$ cat src/rtl/sa_pkg.sv
// sa_pkg: shared state encoding, tile configuration record and default widths for the systolic-array controller
package sa_pkg;
    localparam int SA_ADDR_WIDTH = 8;
    localparam int SA_M_WIDTH    = 8;

    typedef enum logic [1:0] {IDLE, PRELOAD, STREAM, FLUSH} sa_state_e;

    typedef struct packed {
        logic [SA_ADDR_WIDTH-1:0] w_offset;
        logic [SA_ADDR_WIDTH-1:0] in_offset;
        logic [SA_ADDR_WIDTH-1:0] out_offset;
        logic [SA_M_WIDTH-1:0]    m_dim;
    } data_config_s;
endpackage

$ cat src/rtl/sa_controller_if.sv
// sa_controller_if: start/config request plus buffer strobes, addresses and status of one tile sequencer
//   master: drives start_i, cfg_i; observes everything else
//   slave : the controller side
interface sa_controller_if import sa_pkg::*; #(
    parameter int ADDR_WIDTH = SA_ADDR_WIDTH
) ();
    logic                  start_i;
    data_config_s          cfg_i;
    sa_state_e             state_o;
    logic                  busy_o;
    logic                  done_o;
    logic                  w_rd_en_o;
    logic [ADDR_WIDTH-1:0] w_addr_o;
    logic                  pe_load_w_o;
    logic                  in_rd_en_o;
    logic [ADDR_WIDTH-1:0] in_addr_o;
    logic                  pe_en_o;
    logic                  out_wr_en_o;
    logic [ADDR_WIDTH-1:0] out_addr_o;
    logic [15:0]           perf_cycles_o;

    modport master (
        output start_i, cfg_i,
        input  state_o, busy_o, done_o, w_rd_en_o, w_addr_o, pe_load_w_o,
               in_rd_en_o, in_addr_o, pe_en_o, out_wr_en_o, out_addr_o, perf_cycles_o
    );
    modport slave (
        input  start_i, cfg_i,
        output state_o, busy_o, done_o, w_rd_en_o, w_addr_o, pe_load_w_o,
               in_rd_en_o, in_addr_o, pe_en_o, out_wr_en_o, out_addr_o, perf_cycles_o
    );
endinterface

$ cat src/rtl/sa_addr_gen.sv
// sa_addr_gen: strobe counter producing addr = base + count (modulo 2^W)
//   clk, rst_n : clock, async active-low reset
//   base       : address offset
//   clear      : synchronous count clear
//   enable     : advance count after this cycle
//   addr, count: current address and number of enabled cycles since clear
module sa_addr_gen #(
    parameter int W  = 8,
    parameter int CW = 8
) (
    input  logic          clk,
    input  logic          rst_n,
    input  logic [W-1:0]  base,
    input  logic          clear,
    input  logic          enable,
    output logic [W-1:0]  addr,
    output logic [CW-1:0] count
);
    always_ff @(posedge clk or negedge rst_n)
        if (!rst_n) count <= '0;
        else if (clear) count <= '0;
        else if (enable) count <= count + CW'(1);

    assign addr = base + W'(count);
endmodule

$ cat src/rtl/sa_controller.sv
// sa_controller: per-tile IDLE->PRELOAD->STREAM->FLUSH sequencer driving systolic-array buffers and strobes
//   clk, rst_n : clock, async active-low reset
//   bus        : sa_controller_if.slave (start_i/cfg_i in; state, strobes, addresses, done, perf out)
//   Optional SA_CTRL_PERF_EN: builds a saturating busy-cycle counter on perf_cycles_o (else tied 0).
module sa_controller import sa_pkg::*; #(
    parameter int ROWS       = 4,
    parameter int COLS       = 4,
    parameter int ADDR_WIDTH = SA_ADDR_WIDTH,
    parameter int M_WIDTH    = SA_M_WIDTH
) (
    input  logic            clk,
    input  logic            rst_n,
    sa_controller_if.slave  bus
);
    localparam int OUT_LAT = ROWS + COLS;

    sa_state_e             state;
    data_config_s          cfg_q;
    logic                  done, w_en, pl, in_en, pe;
    logic [OUT_LAT-1:0]    sr;
    logic [ADDR_WIDTH-1:0] w_addr, in_addr, out_addr;
    logic [M_WIDTH-1:0]    w_cnt, in_cnt, out_cnt, last;
    logic                  accept;

    assign accept = state == IDLE && bus.start_i;
    assign last   = M_WIDTH'(cfg_q.m_dim - 1'b1);

    sa_addr_gen #(.W(ADDR_WIDTH), .CW(M_WIDTH)) u_w (
        .clk(clk), .rst_n(rst_n), .base(ADDR_WIDTH'(cfg_q.w_offset)), .clear(accept),
        .enable(w_en), .addr(w_addr), .count(w_cnt));
    sa_addr_gen #(.W(ADDR_WIDTH), .CW(M_WIDTH)) u_in (
        .clk(clk), .rst_n(rst_n), .base(ADDR_WIDTH'(cfg_q.in_offset)), .clear(accept),
        .enable(in_en), .addr(in_addr), .count(in_cnt));
    sa_addr_gen #(.W(ADDR_WIDTH), .CW(M_WIDTH)) u_out (
        .clk(clk), .rst_n(rst_n), .base(ADDR_WIDTH'(cfg_q.out_offset)), .clear(accept),
        .enable(sr[OUT_LAT-1]), .addr(out_addr), .count(out_cnt));

    // The last output write always lands in the final FLUSH cycle, so the write count ends FLUSH.
    always_ff @(posedge clk or negedge rst_n) begin
        if (!rst_n) begin
            state <= IDLE;
            cfg_q <= '0;
            done  <= 1'b0;
            w_en  <= 1'b0;
            pl    <= 1'b0;
            in_en <= 1'b0;
            pe    <= 1'b0;
            sr    <= '0;
        end else begin
            done <= 1'b0;
            pl   <= w_en;
            pe   <= in_en;
            sr   <= {sr[OUT_LAT-2:0], in_en};
            case (state)
                IDLE: if (bus.start_i) begin
                    cfg_q <= bus.cfg_i;
                    if (bus.cfg_i.m_dim != '0) begin
                        state <= PRELOAD;
                        w_en  <= 1'b1;
                    end else done <= 1'b1;
                end
                PRELOAD: if (w_cnt == M_WIDTH'(ROWS - 1)) begin
                    state <= STREAM;
                    w_en  <= 1'b0;
                    in_en <= 1'b1;
                end
                STREAM: if (in_cnt == last) begin
                    state <= FLUSH;
                    in_en <= 1'b0;
                end
                FLUSH: if (sr[OUT_LAT-1] && out_cnt == last) begin
                    state <= IDLE;
                    done  <= 1'b1;
                end
            endcase
        end
    end

    assign bus.state_o     = state;
    assign bus.busy_o      = state != IDLE;
    assign bus.done_o      = done;
    assign bus.w_rd_en_o   = w_en;
    assign bus.w_addr_o    = w_en ? w_addr : '0;
    assign bus.pe_load_w_o = pl;
    assign bus.in_rd_en_o  = in_en;
    assign bus.in_addr_o   = in_en ? in_addr : '0;
    assign bus.pe_en_o     = pe;
    assign bus.out_wr_en_o = sr[OUT_LAT-1];
    assign bus.out_addr_o  = sr[OUT_LAT-1] ? out_addr : '0;

`ifdef SA_CTRL_PERF_EN
    logic [15:0] perf;
    always_ff @(posedge clk or negedge rst_n)
        if (!rst_n) perf <= '0;
        else if (accept && bus.cfg_i.m_dim != '0) perf <= '0;
        else if (state != IDLE && perf != 16'hFFFF) perf <= perf + 16'd1;
    assign bus.perf_cycles_o = perf;
`else
    assign bus.perf_cycles_o = '0;
`endif
endmodule
$ cat src/flat_wrapper.sv
// flat-port wrapper written by rule: the top's interface ports become plain ports
module sa_controller_flat import sa_pkg::*;
#(
    parameter int ROWS       = 4,
    parameter int COLS       = 4,
    parameter int ADDR_WIDTH = SA_ADDR_WIDTH,
    parameter int M_WIDTH    = SA_M_WIDTH
)
  (clk, rst_n, bus_start_i, bus_cfg_i, bus_state_o, bus_busy_o, bus_done_o, bus_w_rd_en_o, bus_w_addr_o, bus_pe_load_w_o, bus_in_rd_en_o, bus_in_addr_o, bus_pe_en_o, bus_out_wr_en_o, bus_out_addr_o, bus_perf_cycles_o);
  sa_controller_if #(.ADDR_WIDTH(ADDR_WIDTH)) bus_i ();
  input  logic clk;
  input  logic rst_n;
  input wire logic [$bits(bus_i.start_i)-1:0] bus_start_i;
  input wire logic [$bits(bus_i.cfg_i)-1:0] bus_cfg_i;
  output wire logic [$bits(bus_i.state_o)-1:0] bus_state_o;
  output wire logic [$bits(bus_i.busy_o)-1:0] bus_busy_o;
  output wire logic [$bits(bus_i.done_o)-1:0] bus_done_o;
  output wire logic [$bits(bus_i.w_rd_en_o)-1:0] bus_w_rd_en_o;
  output wire logic [$bits(bus_i.w_addr_o)-1:0] bus_w_addr_o;
  output wire logic [$bits(bus_i.pe_load_w_o)-1:0] bus_pe_load_w_o;
  output wire logic [$bits(bus_i.in_rd_en_o)-1:0] bus_in_rd_en_o;
  output wire logic [$bits(bus_i.in_addr_o)-1:0] bus_in_addr_o;
  output wire logic [$bits(bus_i.pe_en_o)-1:0] bus_pe_en_o;
  output wire logic [$bits(bus_i.out_wr_en_o)-1:0] bus_out_wr_en_o;
  output wire logic [$bits(bus_i.out_addr_o)-1:0] bus_out_addr_o;
  output wire logic [$bits(bus_i.perf_cycles_o)-1:0] bus_perf_cycles_o;
  assign bus_i.start_i = bus_start_i;
  assign bus_i.cfg_i = bus_cfg_i;
  assign bus_state_o = bus_i.state_o;
  assign bus_busy_o = bus_i.busy_o;
  assign bus_done_o = bus_i.done_o;
  assign bus_w_rd_en_o = bus_i.w_rd_en_o;
  assign bus_w_addr_o = bus_i.w_addr_o;
  assign bus_pe_load_w_o = bus_i.pe_load_w_o;
  assign bus_in_rd_en_o = bus_i.in_rd_en_o;
  assign bus_in_addr_o = bus_i.in_addr_o;
  assign bus_pe_en_o = bus_i.pe_en_o;
  assign bus_out_wr_en_o = bus_i.out_wr_en_o;
  assign bus_out_addr_o = bus_i.out_addr_o;
  assign bus_perf_cycles_o = bus_i.perf_cycles_o;
  sa_controller #(.ROWS(ROWS), .COLS(COLS), .ADDR_WIDTH(ADDR_WIDTH), .M_WIDTH(M_WIDTH)) u_core (.clk(clk), .rst_n(rst_n), .bus(bus_i));
endmodule
$ cat config.mk
export PLATFORM = sky130hd
export DESIGN_NAME = sa_controller_flat
export DESIGN_NICKNAME = d
export VERILOG_FILES = /design/src/rtl/sa_pkg.sv /design/src/rtl/sa_controller_if.sv /design/src/rtl/sa_addr_gen.sv /design/src/rtl/sa_controller.sv /design/src/flat_wrapper.sv
export SDC_FILE = /design/constraint.sdc
export NUM_CORES = 1
export LEC_CHECK = 0
export CORE_AREA = 2 2 99 101
export DETAILED_ROUTE_END_ITERATION = 8
export DIE_AREA = 0 0 101 103
export MAX_ROUTING_LAYER = met4
export PLACE_DENSITY = 0.73
export REMOVE_ABC_BUFFERS = 1
export SETUP_SLACK_MARGIN = 0.05
export SLEW_MARGIN = 10
export SYNTH_ARGS = -nofsm -noshare
export SYNTH_HDL_FRONTEND = slang
export SYNTH_SLANG_ARGS = --single-unit
$ cat constraint.sdc
create_clock -name clk -period 4 [get_ports clk]
set_input_delay 0.4 -clock clk [delete_from_list [all_inputs] [get_ports clk]]
set_output_delay 0.4 -clock clk [all_outputs]
set_load 0.02 [all_outputs]
==> metrics.yaml, run 1 <==
status: "completed"
ys_seq_area_frac: 0.4057
cts_sinks: 70
clk_pin_slew_ps: 80
clock.fmax_ghz: 0.2973
crit_path_start_kind: "flip-flop"
relSlewSlack: 0.3703
final_antenna_net_count: 0
tightest_slew_ps: 944.5
die_x_microns: 101
crit_type: "reg -> out"
critPathBufInv: 1
remaining_drc_errors: 0
die_area_sq_um: 10400
timing.final.crit_period_ps: 3363
synth_top_family_by_area: "simple AND/OR/NAND/NOR gates"
dpl.hpwl_mm: 6.287
grt_max_degree: 43
firstDrtPassIters: 4
grt_pass1_vias: 3003
cp.arrival_ps: 2960
synth_edf_count: 0
areaGrowthSynthToFinish_pct: 21.65
ys_ff_latch: 70
slew_violations: 0
drt_first_iter_violations: 152
cts_hold_buf: 0
synth.distinct_cells: 48
crit_path_cell_trace: "ha_1, fa_1, a21oi_1, o21bai_1, a21o_1, a21oi_1, xnor2_1, and2_1, clkdlybuf4s50_1"
fin_nets: 544
wl_per_cell_microns: 14.19
clk_latency_ps: 350
clockRootBuffer: "clkbuf_8"
synthMuxAreaShare: 0.09331
ctsHtreeMaxLevel: 3
start_util: 0.4565
rsz0062_at_grt: "no"
grt_pass1_wl_mm: 14.37
setup_viol_count_final: 0
finalSetupTns_ps: 0
vias_per_cell: 5.197
worstPathRequired_ps: 3600
post_cts_buffers: 0
fin_crit_sh: 0.8409
io_pins: 84
synthXorXnorAreaFrac: 0.1156
grt-ovfl-total: 0
syn_inst: 415
track_usage: 0.1822
p_leak_nw: 2.295
ir_worst_vdd_mv: 0.1843
cpLargestDelayFamily: "adder cells"
diodes: 0
crit_path_max_incr_delay_ps: 600
crit_path_end_kind: "output pin"
port_buffers: 67
wirelength_mm: 8.441
ys.flop_type: "dfrtp_1"
cts_buffers: 9
gp_congestion: 0.8463
clk_path_buf_depth: 2
synth_compound_gate_area_share: 0.09389
crit_slowest_cell: "clkdlybuf4s50_1"
yosys.area_share.simple: 0.1310
die_h_microns: 103
async_reset_ff_frac: 1.000
hold_viol: 0
cts-resized-gates: 0
power_density_nw_per_um2: 280.5
antenna_found_initial: 0
synth-warning-count: 0
num_vias: 3092
cts_tree: "built"
crit_path_frequent_cell: "a21oi_1"
synthAdderAreaFrac: 0.1008
skew_ps: 7.144
total_power_mw: 1.473
hold_path.class: "in -> async"
syn_area_per_cell_sq_um: 10.40
rows: 36
syn_area_sq_um: 4318
design.core.area_sq_um: 9459
cp_max_fo: 5
layout-drive-gt1-share: 0.1164
drv_cap: 0
-- state kept, by name, indices dropped and copies added (netlist names) --
name,count
u_core.u_w.count,8
u_core.bus.w_rd_en_o,1
u_core.bus.state_o,2
u_core.sr,8
u_core.bus.pe_load_w_o,1
u_core.bus.done_o,1
u_core.cfg_q,32
u_core.u_out.count,8
u_core.bus.in_rd_en_o,1
u_core.u_in.count,8
-- cell usage in the layout (no fill, tap or decap), types with 19 or more instances in the layout --
cell             Yosys  final
nand2_1             19     19
clkdlybuf4s50_1      0     66
mux2_2              30     30
xnor2_1             32     32
a21oi_1             23     23
xor2_1              25     25
ha_1                30     30
dfrtp_1             70     70
nor2_1              27     27
and2_1              25     24
-- logic make-up after synthesis --
kind of cell    after synthesis
other cells                   1
flops                        70
fa+ha+maj                    33
mux                          36
buf+inv                      49
compound gates               62
simple gates                107
xor+xnor                     57
-- stage by stage --
stage / cell area, sq um / util / worst slack [ps] / std cells / hold WS [ps]
2_1_floorplan: 4173 / - / 975.6 / 395 / 104.4
3_3_place_gp: 5005 / 0.5291 / 770.4 / 579 / 332.6
3_5_place_dp: 5005 / 0.5291 / 696.3 / 579 / 334.7
4_1_cts: 5253 / 0.5553 / 597.0 / 595 / 217.8
5_1_grt: 5253 / 0.5553 / 405.8 / 595 / 262.2
6_report: 5253 / 0.5553 / 636.5 / 595 / 181.2
-- worst paths after layout --
check                                                  from                           endpoint  slack, ps  cells after the start
setup / recovery           u_core.u_in.count[0]$_DFFE_PN0P_                   bus_in_addr_o[6]        640                      9
hold / removal                                        rst_n       u_core.cfg_q[16]$_DFFE_PN0P_        180                      1
setup reg to reg                u_core.cfg_q[0]$_DFFE_PN0P_  u_core.bus.state_o[1]$_DFFE_PN0P_        680                      9
hold reg to reg                      u_core.sr[4]$_DFF_PN0_             u_core.sr[5]$_DFF_PN0_        350                      0
max in group asynchronous                             rst_n       u_core.cfg_q[24]$_DFFE_PN0P_       2860                      2
min in group clk                     u_core.sr[4]$_DFF_PN0_             u_core.sr[5]$_DFF_PN0_        350                      0
-- layout make-up --
class	instances	area [sq um]
sequential	70	1752
tap	114	142.6
timing repair buffer	70	688.2
clock buffer	11	141.4
fill	833	4207
multi-input combinational	311	2370
clock inverter	5	106.4
inverter	14	52.55
-- synth_stat cells, drive strengths merged, types with 5 or more instances --
library cell / count / area (sq um)
a21o: 6 / 45.04
a21oi: 23 / 115.1
and2: 25 / 156.4
buf: 23 / 156.4
clkbuf: 12 / 45.04
dfrtp: 70 / 1752
ha: 30 / 375.4
inv: 14 / 52.55
mux2: 31 / 352.8
mux2i: 5 / 50.05
nand2: 19 / 71.32
nand4: 9 / 56.30
nor2: 27 / 101.4
o21ai: 15 / 75.07
o21bai: 6 / 45.04
or3: 5 / 31.28
xnor2: 32 / 280.3
xor2: 25 / 219.0
-- layer usage --
layer | track usage | up-vias | part of all wire
li1 | - | 1514 | -
met1 | 0.2384 | 1507 | 0.48
met2 | 0.2821 | 64 | 0.47
met3 | 0.02712 | 7 | 0.038
met4 | 0.08212 | 0 | 0.014
met5 | - | - | 0
-- report_power, final --
group          switching, mW  total, mW  internal, mW
logic                 0.0331     0.0626        0.0295
clock network          0.271      0.703         0.433
registers                  0      0.707         0.707
-- worst reg2reg max path, cell delays in order (launching register included) --
cell and delay, ps:
dfrtp_1 440, inv_1 100, ha_1 230, nor3b_1 500
nor3b_2 410, nor2_1 100, or4_4 530, o41ai_4 370
o2111ai_2 220, mux2_4 330
No activity file was read; power rests on OpenSTA's default activity.
==> run 2, diff against run 1 <==
--- a/config.mk
+++ b/config.mk
@@ -9,7 +9,7 @@
 export DETAILED_ROUTE_END_ITERATION = 8
 export DIE_AREA = 0 0 101 103
 export MAX_ROUTING_LAYER = met4
-export PLACE_DENSITY = 0.73
+export PLACE_DENSITY = 0.76
 export REMOVE_ABC_BUFFERS = 1
 export SETUP_SLACK_MARGIN = 0.05
 export SLEW_MARGIN = 10
==> constraint.sdc (replaced) <==
create_clock -name clk -period 2.9 [get_ports clk]
set_input_delay 0.29 -clock clk [delete_from_list [all_inputs] [get_ports clk]]
set_output_delay 0.29 -clock clk [all_outputs]
set_load 0.02 [all_outputs]
==> run 2 against run 1 <==
  * The run now ends with negative hold slack, negative setup slack left
  * Sequential share of layout area fell by 1.9 points
  * Clock power rose by 37%
  * Hold slack got worse by 210 ps
  * Sequential power rose by 38%
  * Non-clock buffer count rose by 27
  * Clock-buffer cell count fell by 2
  * Highest routed layer unchanged
  * Routed wire length rose by 13%
  * Cell area rose by 6.2%
  * Worst setup slack got worse by 670 ps
==> metrics.yaml, run 2 (synthesis results as in run 1) <==
combPwrFrac: 0.044  # about the same
top_register: "u_core.cfg_q"
largest_reg_flops: 32  # unchanged
crit_path_cell_trace: "buf_6, or3_4, or2_1, a32o_2, or4_4, o41ai_4, o2111ai_2, mux2_4"
remaining_drc_errors: 0  # unchanged
ir_worst_vdd_mv: 0.2199  # +19%
start_util: 0.4565  # unchanged
clk_path_buf_depth: 2  # unchanged
wl_per_cell_microns: 15.40  # +8.6%
areaGrowthSynthToFinish_pct: 29.18
clk_latency_ps: 360  # about the same
clock.fmax_ghz: 0.3408
relSlewSlack: 0.5353  # +0.1650
antenna_found_initial: 0  # unchanged
layout-drive-gt1-share: 0.2205  # +0.1040
design.core.area_sq_um: 9459  # unchanged
wirelength_mm: 9.580  # +13%
most-common-layout-cells: "dfrtp_1 (69), clkdlybuf4s50_1 (54), xnor2_1 (31)"
gp_congestion: 0.8276  # -2.2%
drt_first_iter_violations: 132  # -13%
power.share.switching: 0.2171  # +0.01070
power_frac_seq: 0.482  # +0.002
grt_pass1_wl_mm: 15.41  # +7.3%
status: "finished with violations"
dpl_cell_area_sq_um: 5165  # +3.2%
cp_max_fo: 3  # -2
cts_hold_buf: 0  # unchanged
worstPathRequired_ps: 3150  # -450 ps
ctsHtreeMaxLevel: 3  # unchanged
io_pins: 84  # unchanged
clk_pin_slew_ps: 80  # about the same
cp.arrival_ps: 3180  # +220 ps
hold_path.class: "in -> async"
grt-ovfl-total: 0  # unchanged
finalSetupTns_ps: -34.57  # -34.57 ps
fin_util: 0.5897  # +0.03439
fin_nets: 571  # +5.0%
cts_tree: "built"
rows: 36  # unchanged
cts_buffers: 9  # unchanged
grt_pass1_vias: 3299  # +9.9%
power_frac_clock: 0.474  # -0.004
fin_ws_ps: -34.57  # -671.1 ps
hold_viol: 30  # +30
crit_path_end_kind: "flip-flop"
fillers: 781  # -6.2%
rsz0062_at_grt: "yes"
dpl.hpwl_mm: 6.569  # +4.5%
crit_slowest_cell: "or4_4"
power_density_nw_per_um2: 362.8  # +29%
internal_power_mw: 1.584  # +35%
slew_violations: 0  # unchanged
die_x_microns: 101  # unchanged
tightest_slew_ps: 697.0  # -247.6 ps
die_h_microns: 103  # unchanged
violations: "negative hold slack, negative setup slack"
clockRootBuffer: "clkbuf_8"
final_antenna_net_count: 0  # unchanged
die_area_sq_um: 10400  # unchanged
setup_viol_count_final: 1  # +1
skew_ps: 6.170  # -0.9735 ps
p_leak_nw: 2.538  # +11%
num_vias: 3246  # +5.0%
firstDrtPassIters: 4  # unchanged
crit_path_start_kind: "flip-flop"
fin_crit_sh: 1.012
vias_per_cell: 5.219  # +0.42%
timing.final.crit_period_ps: 2935
port_buffers: 67  # unchanged
cts_sinks: 70  # unchanged
holdWs_ps: -25.03  # -206.3 ps
final_cell_area_sq_um: 5578  # +6.2%
drv_cap: 0  # unchanged
final_common_cell: "dfrtp_1"
track_usage: 0.1959  # +0.01368
crit_type: "reg -> reg"
p_sw_uw: 439.3  # +44%
crit_path_max_incr_delay_ps: 490  # -110 ps
diodes: 0  # unchanged
grt_max_degree: 60  # +40%
-- run 2: changes by cell type in the layout (fill, tap and decap cells not counted), moves of 8 or more --
| cell | previous run | this run |
|---|---|---|
| a21oi_1 | 23 | 15 |
| a21oi_2 | 0 | 8 |
| buf_4 | 3 | 26 |
| clkdlybuf4s50_1 | 66 | 54 |
-- run 2: power by group through the flow --
| stage | Sequential (mW) | Clock [mW] | Combinational (mW) |
|---|---|---|---|
| after floorplan | 0.995 | 0 | 0.0192 |
| after global placement | 0.995 | 0 | 0.0890 |
| after detailed placement | 0.995 | 0 | 0.0904 |
| after CTS | 0.975 | 0.983 | 0.0907 |
| after global routing | 0.975 | 1.02 | 0.0986 |
| final | 0.975 | 0.960 | 0.0886 |
-- run 2: layer usage --
metal / global-route usage / vias to the layer above / part of all wire / wire length [microns]
li1: - / 1568 / - / -
met1: 0.2461 / 1589 / 0.46 / 4410
met2: 0.3123 / 75 / 0.49 / 4699
met3: 0.03864 / 14 / 0.032 / 305
met4: 0.08004 / 0 / 0.017 / 164
met5: - / - / 0 / 0
-- run 2: path summary, 6_finish.rpt --
kind                                              from                           endpoint  slack [ps]  cells past startpoint
max                        u_core.cfg_q[0]$_DFFE_PN0P_  u_core.bus.state_o[1]$_DFFE_PN0P_         -30                      8
min                                              rst_n       u_core.cfg_q[14]$_DFFE_PN0P_         -30                      1
max reg2reg                u_core.cfg_q[0]$_DFFE_PN0P_  u_core.bus.state_o[1]$_DFFE_PN0P_         -30                      8
min reg2reg                     u_core.sr[5]$_DFF_PN0_             u_core.sr[6]$_DFF_PN0_         360                      0
max in group asynchronous                        rst_n       u_core.cfg_q[29]$_DFFE_PN0P_        2280                      2
min in group clk                u_core.sr[5]$_DFF_PN0_             u_core.sr[6]$_DFF_PN0_         360                      0
-- run 2: stage by stage --
step / instances / power [mW] / hold WS, ps / worst slack [ps]
floorplan: 395 / 1.014 / -5.591 / -124.4
CTS: 616 / 2.049 / 3.821 / 51.44
global placement: 597 / 1.084 / 336.8 / -59.33
detailed placement: 597 / 1.085 / 337.1 / -229.2
finish: 622 / 2.024 / -25.03 / -34.57
global route: 622 / 2.095 / 32.15 / -110.9
-- run 2: repair_timing --
item | 4_1_cts | 5_1_grt
setup endpoints to repair | 14 | 12
pin swaps | 4 | 7
buffers inserted | 4 | 6
resized for setup | 29 | 32
-- run 2: final cells by class --
class,count,area (sq um),share of cell area
multi-input combinational,311,2482,0.4450
sequential,70,1753,0.3143
timing repair buffer,97,910.9,0.1633
tap,114,142.6,0.02557
clock buffer,9,123.9,0.02221
clock inverter,7,112.6,0.02019
inverter,14,52.55,0.009421
-- run 2: critical path, delay by kind of cell (launching register included) --
family | cells | cell delay [ps]
AO/OA/AOI/OAI | 3 | 850
multiplexers | 1 | 330
flip-flops | 1 | 410
AND/OR/NAND/NOR | 3 | 1100
buffers and inverters | 1 | 140
==> run 3, diff against run 2 <==
--- a/config.mk
+++ b/config.mk
@@ -5,6 +5,7 @@
 export SDC_FILE = /design/constraint.sdc
 export NUM_CORES = 1
 export LEC_CHECK = 0
+export ABC_AREA = 0
 export CORE_AREA = 2 2 99 101
 export DETAILED_ROUTE_END_ITERATION = 8
 export DIE_AREA = 0 0 101 103
@@ -12,7 +13,6 @@
 export PLACE_DENSITY = 0.76
 export REMOVE_ABC_BUFFERS = 1
 export SETUP_SLACK_MARGIN = 0.05
-export SLEW_MARGIN = 10
 export SYNTH_ARGS = -nofsm -noshare
 export SYNTH_HDL_FRONTEND = slang
 export SYNTH_SLANG_ARGS = --single-unit
==> constraint.sdc (replaced) <==
create_clock -name clk -period 2.9 [get_ports clk]
set_input_delay 0.58 -clock clk [delete_from_list [all_inputs] [get_ports clk]]
set_output_delay 0.58 -clock clk [all_outputs]
set_load 0.02 [all_outputs]
==> run 3 against run 2 <==
  * Power decreased by 8.1%
  * Sequential power about the same
  * Cell area up 2.7%
  * Final cell count increased by 2.9%
  * First-iteration DRC count up 51%
  * Routed wire length is 3.0% lower
  * The flow now finishes without violations
  * Core utilization grew 1.6 points
  * Register-to-register slack improved by 90 ps
  * Die area stayed put
  * Fmax up 1.8%
  * Global-route usage decreased by 0.18 points
==> metrics.yaml, run 3 (synthesis results as in run 1) <==
firstDrtPassIters: 4  # unchanged
die_h_microns: 103  # unchanged
skew_ps: 12.18  # +6.006 ps
rsz0062_at_grt: "yes"
ir_worst_vdd_mv: 0.2273  # +3.4%
cts_tree: "built"
grt-ovfl-total: 0  # unchanged
slew_violations: 0  # unchanged
start_util: 0.4565  # unchanged
most-common-layout-cells: "dfrtp_1 (70), clkdlybuf4s50_1 (48), buf_4 (45)"
diodes: 0  # unchanged
ctsHtreeMaxLevel: 3  # unchanged
clockRootBuffer: "clkbuf_8"
areaGrowthSynthToFinish_pct: 32.72
grt_pass1_vias: 3386  # +2.6%
crit_path_end_kind: "output pin"
fin_nets: 589  # +3.2%
hold_path.class: "in -> async"
top_register: "u_core.cfg_q"
final_antenna_net_count: 0  # unchanged
r2r_setup_slack_ps: 60  # +90 ps
setup_viol_count_final: 0  # -1
clock.fmax_ghz: 0.3469  # +1.8%
r2r.worst_path.cells: 8  # unchanged
layout-drive-gt1-share: 0.2757  # +0.05519
status: "completed"
wl_per_cell_microns: 14.52  # -5.7%
remaining_drc_errors: 0  # unchanged
wirelength_mm: 9.292  # -3.0%
worstPathRequired_ps: 2320  # -830 ps
dp_cells: 615  # +3.0%
clk_path_buf_depth: 2  # unchanged
final_common_cell: "dfrtp_1"
die_x_microns: 101  # unchanged
stdcell_count: 640  # +2.9%
port_buffers: 67  # unchanged
grt_max_degree: 47  # -22%
p_sw_uw: 439.3  # about the same
timing.rr.start: "u_core.cfg_q[0]$_DFFE_PN0P_"
clk_pin_slew_ps: 80  # about the same
timing.final.crit_period_ps: 2883  # -51.94 ps
cts_sinks: 70  # unchanged
combPwrFrac: 0.048  # +0.004
drt_first_iter_violations: 199  # +51%
vias_per_cell: 5.141  # -1.5%
antenna_found_initial: 0  # unchanged
hold_viol: 0  # -100%
design.core.area_sq_um: 9459  # unchanged
power_frac_clock: 0.428  # -0.046
crit_path_start_kind: "flip-flop"
r2r_end: "u_core.bus.state_o[1]$_DFFE_PN0P_"
num_vias: 3290  # +1.4%
crit_type: "reg -> out"
relSlewSlack: 0.6009  # +0.06556
largest_reg_flops: 32  # unchanged
p_leak_nw: 2.606  # +2.7%
track_usage: 0.1941  # -0.001810
internal_power_mw: 1.421  # -10%
grt_pass1_wl_mm: 15.37  # -0.27%
cts_buffers: 9  # unchanged
fin_crit_sh: 0.9940  # -0.01791
power_frac_seq: 0.524  # +0.042
die_area_sq_um: 10400  # unchanged
clk_latency_ps: 360  # about the same
gp_congestion: 0.8107  # -2.0%
drv_cap: 0  # unchanged
dpl.hpwl_mm: 6.636  # +1.0%
power_density_nw_per_um2: 324.6  # -11%
total_power_mw: 1.860  # -8.1%
cp_max_fo: 2  # -1
io_pins: 84  # unchanged
rows: 36  # unchanged
cp.arrival_ps: 2300  # -880 ps
tightest_slew_ps: 598.6  # -98.33 ps
power.share.switching: 0.2362  # +0.01906
run 3: worst max-delay path by stage:
stage / startpoint / endpoint / slack, ps / cells past startpoint
after global placement: u_core.cfg_q[0]$_DFFE_PN0P_ / u_core.bus.state_o[1]$_DFFE_PN0P_ / -140 / 10
final: u_core.cfg_q[8]$_DFFE_PN0P_ / bus_out_addr_o[6] / 20 / 9
after global routing: u_core.cfg_q[8]$_DFFE_PN0P_ / bus_out_addr_o[6] / -80 / 9
after CTS: u_core.u_out.count[0]$_DFFE_PN0P_ / bus_out_addr_o[6] / 10 / 9
after detailed placement: u_core.u_out.count[1]$_DFFE_PN0P_ / bus_out_addr_o[7] / -200 / 9
after floorplan: u_core.cfg_q[0]$_DFFE_PN0P_ / u_core.bus.state_o[1]$_DFFE_PN0P_ / -120 / 9
run 3: timing repair:
| item | CTS | global route |
|---|---|---|
| pin swaps | 8 | 24 |
| resized for setup | 81 | 31 |
| hold buffers | 0 | 0 |
| setup buffers | 7 | 3 |
| endpoints found under the hold margin | 0 | 0 |
| setup endpoints to repair | 20 | 12 |
run 3: final cells by class:
class,count,area (sq um)
Fill cell,760,3729
Multi-Input combinational cell,311,2536
Sequential cell,70,1752
Timing Repair Buffer,115,1049
Tap cell,114,142.6
Clock buffer,10,127.6
Clock inverter,6,71.32
Inverter,14,52.55
run 3: critical path, stage by stage, from the launching register on:
cell and delay (ps):
dfrtp_1 420, ha_4 180, fa_2 380, a21oi_2 160, o21bai_2 100, a21o_1 170
a21oi_2 120, xnor2_1 130, and2_1 170, buf_6 120
run 3: power groups by stage:
| stage | logic (mW) | clock network, mW | registers [mW] |
|---|---|---|---|
| after global routing | 0.0985 | 0.872 | 0.975 |
| final | 0.0888 | 0.796 | 0.975 |
| after detailed placement | 0.0900 | 0 | 0.995 |
| after floorplan | 0.0192 | 0 | 0.995 |
| after global placement | 0.0886 | 0 | 0.995 |
| after CTS | 0.0904 | 0.818 | 0.975 |
run 3: stage by stage:
step           hold WS, ps    util  cell area (sq um)  TNS [ps]  setup WS [ps]
2_1_floorplan        284.4       -               4173    -124.4         -124.4
3_3_place_gp         333.9  0.5603               5300    -566.7         -143.1
3_5_place_dp         336.5  0.5603               5300     -1062         -198.4
4_1_cts              237.9  0.5930               5609         0          9.574
5_1_grt              265.2  0.6058               5731    -267.9         -76.58
6_report             228.4  0.6058               5731         0          17.37
run 3: layer usage:
metal,share of wire,global-route usage,up-vias
met5,0,-,-
li1,-,-,1600
met4,0.018,0.07484,0
met2,0.50,0.3159,87
met3,0.040,0.03729,13
met1,0.44,0.2407,1590
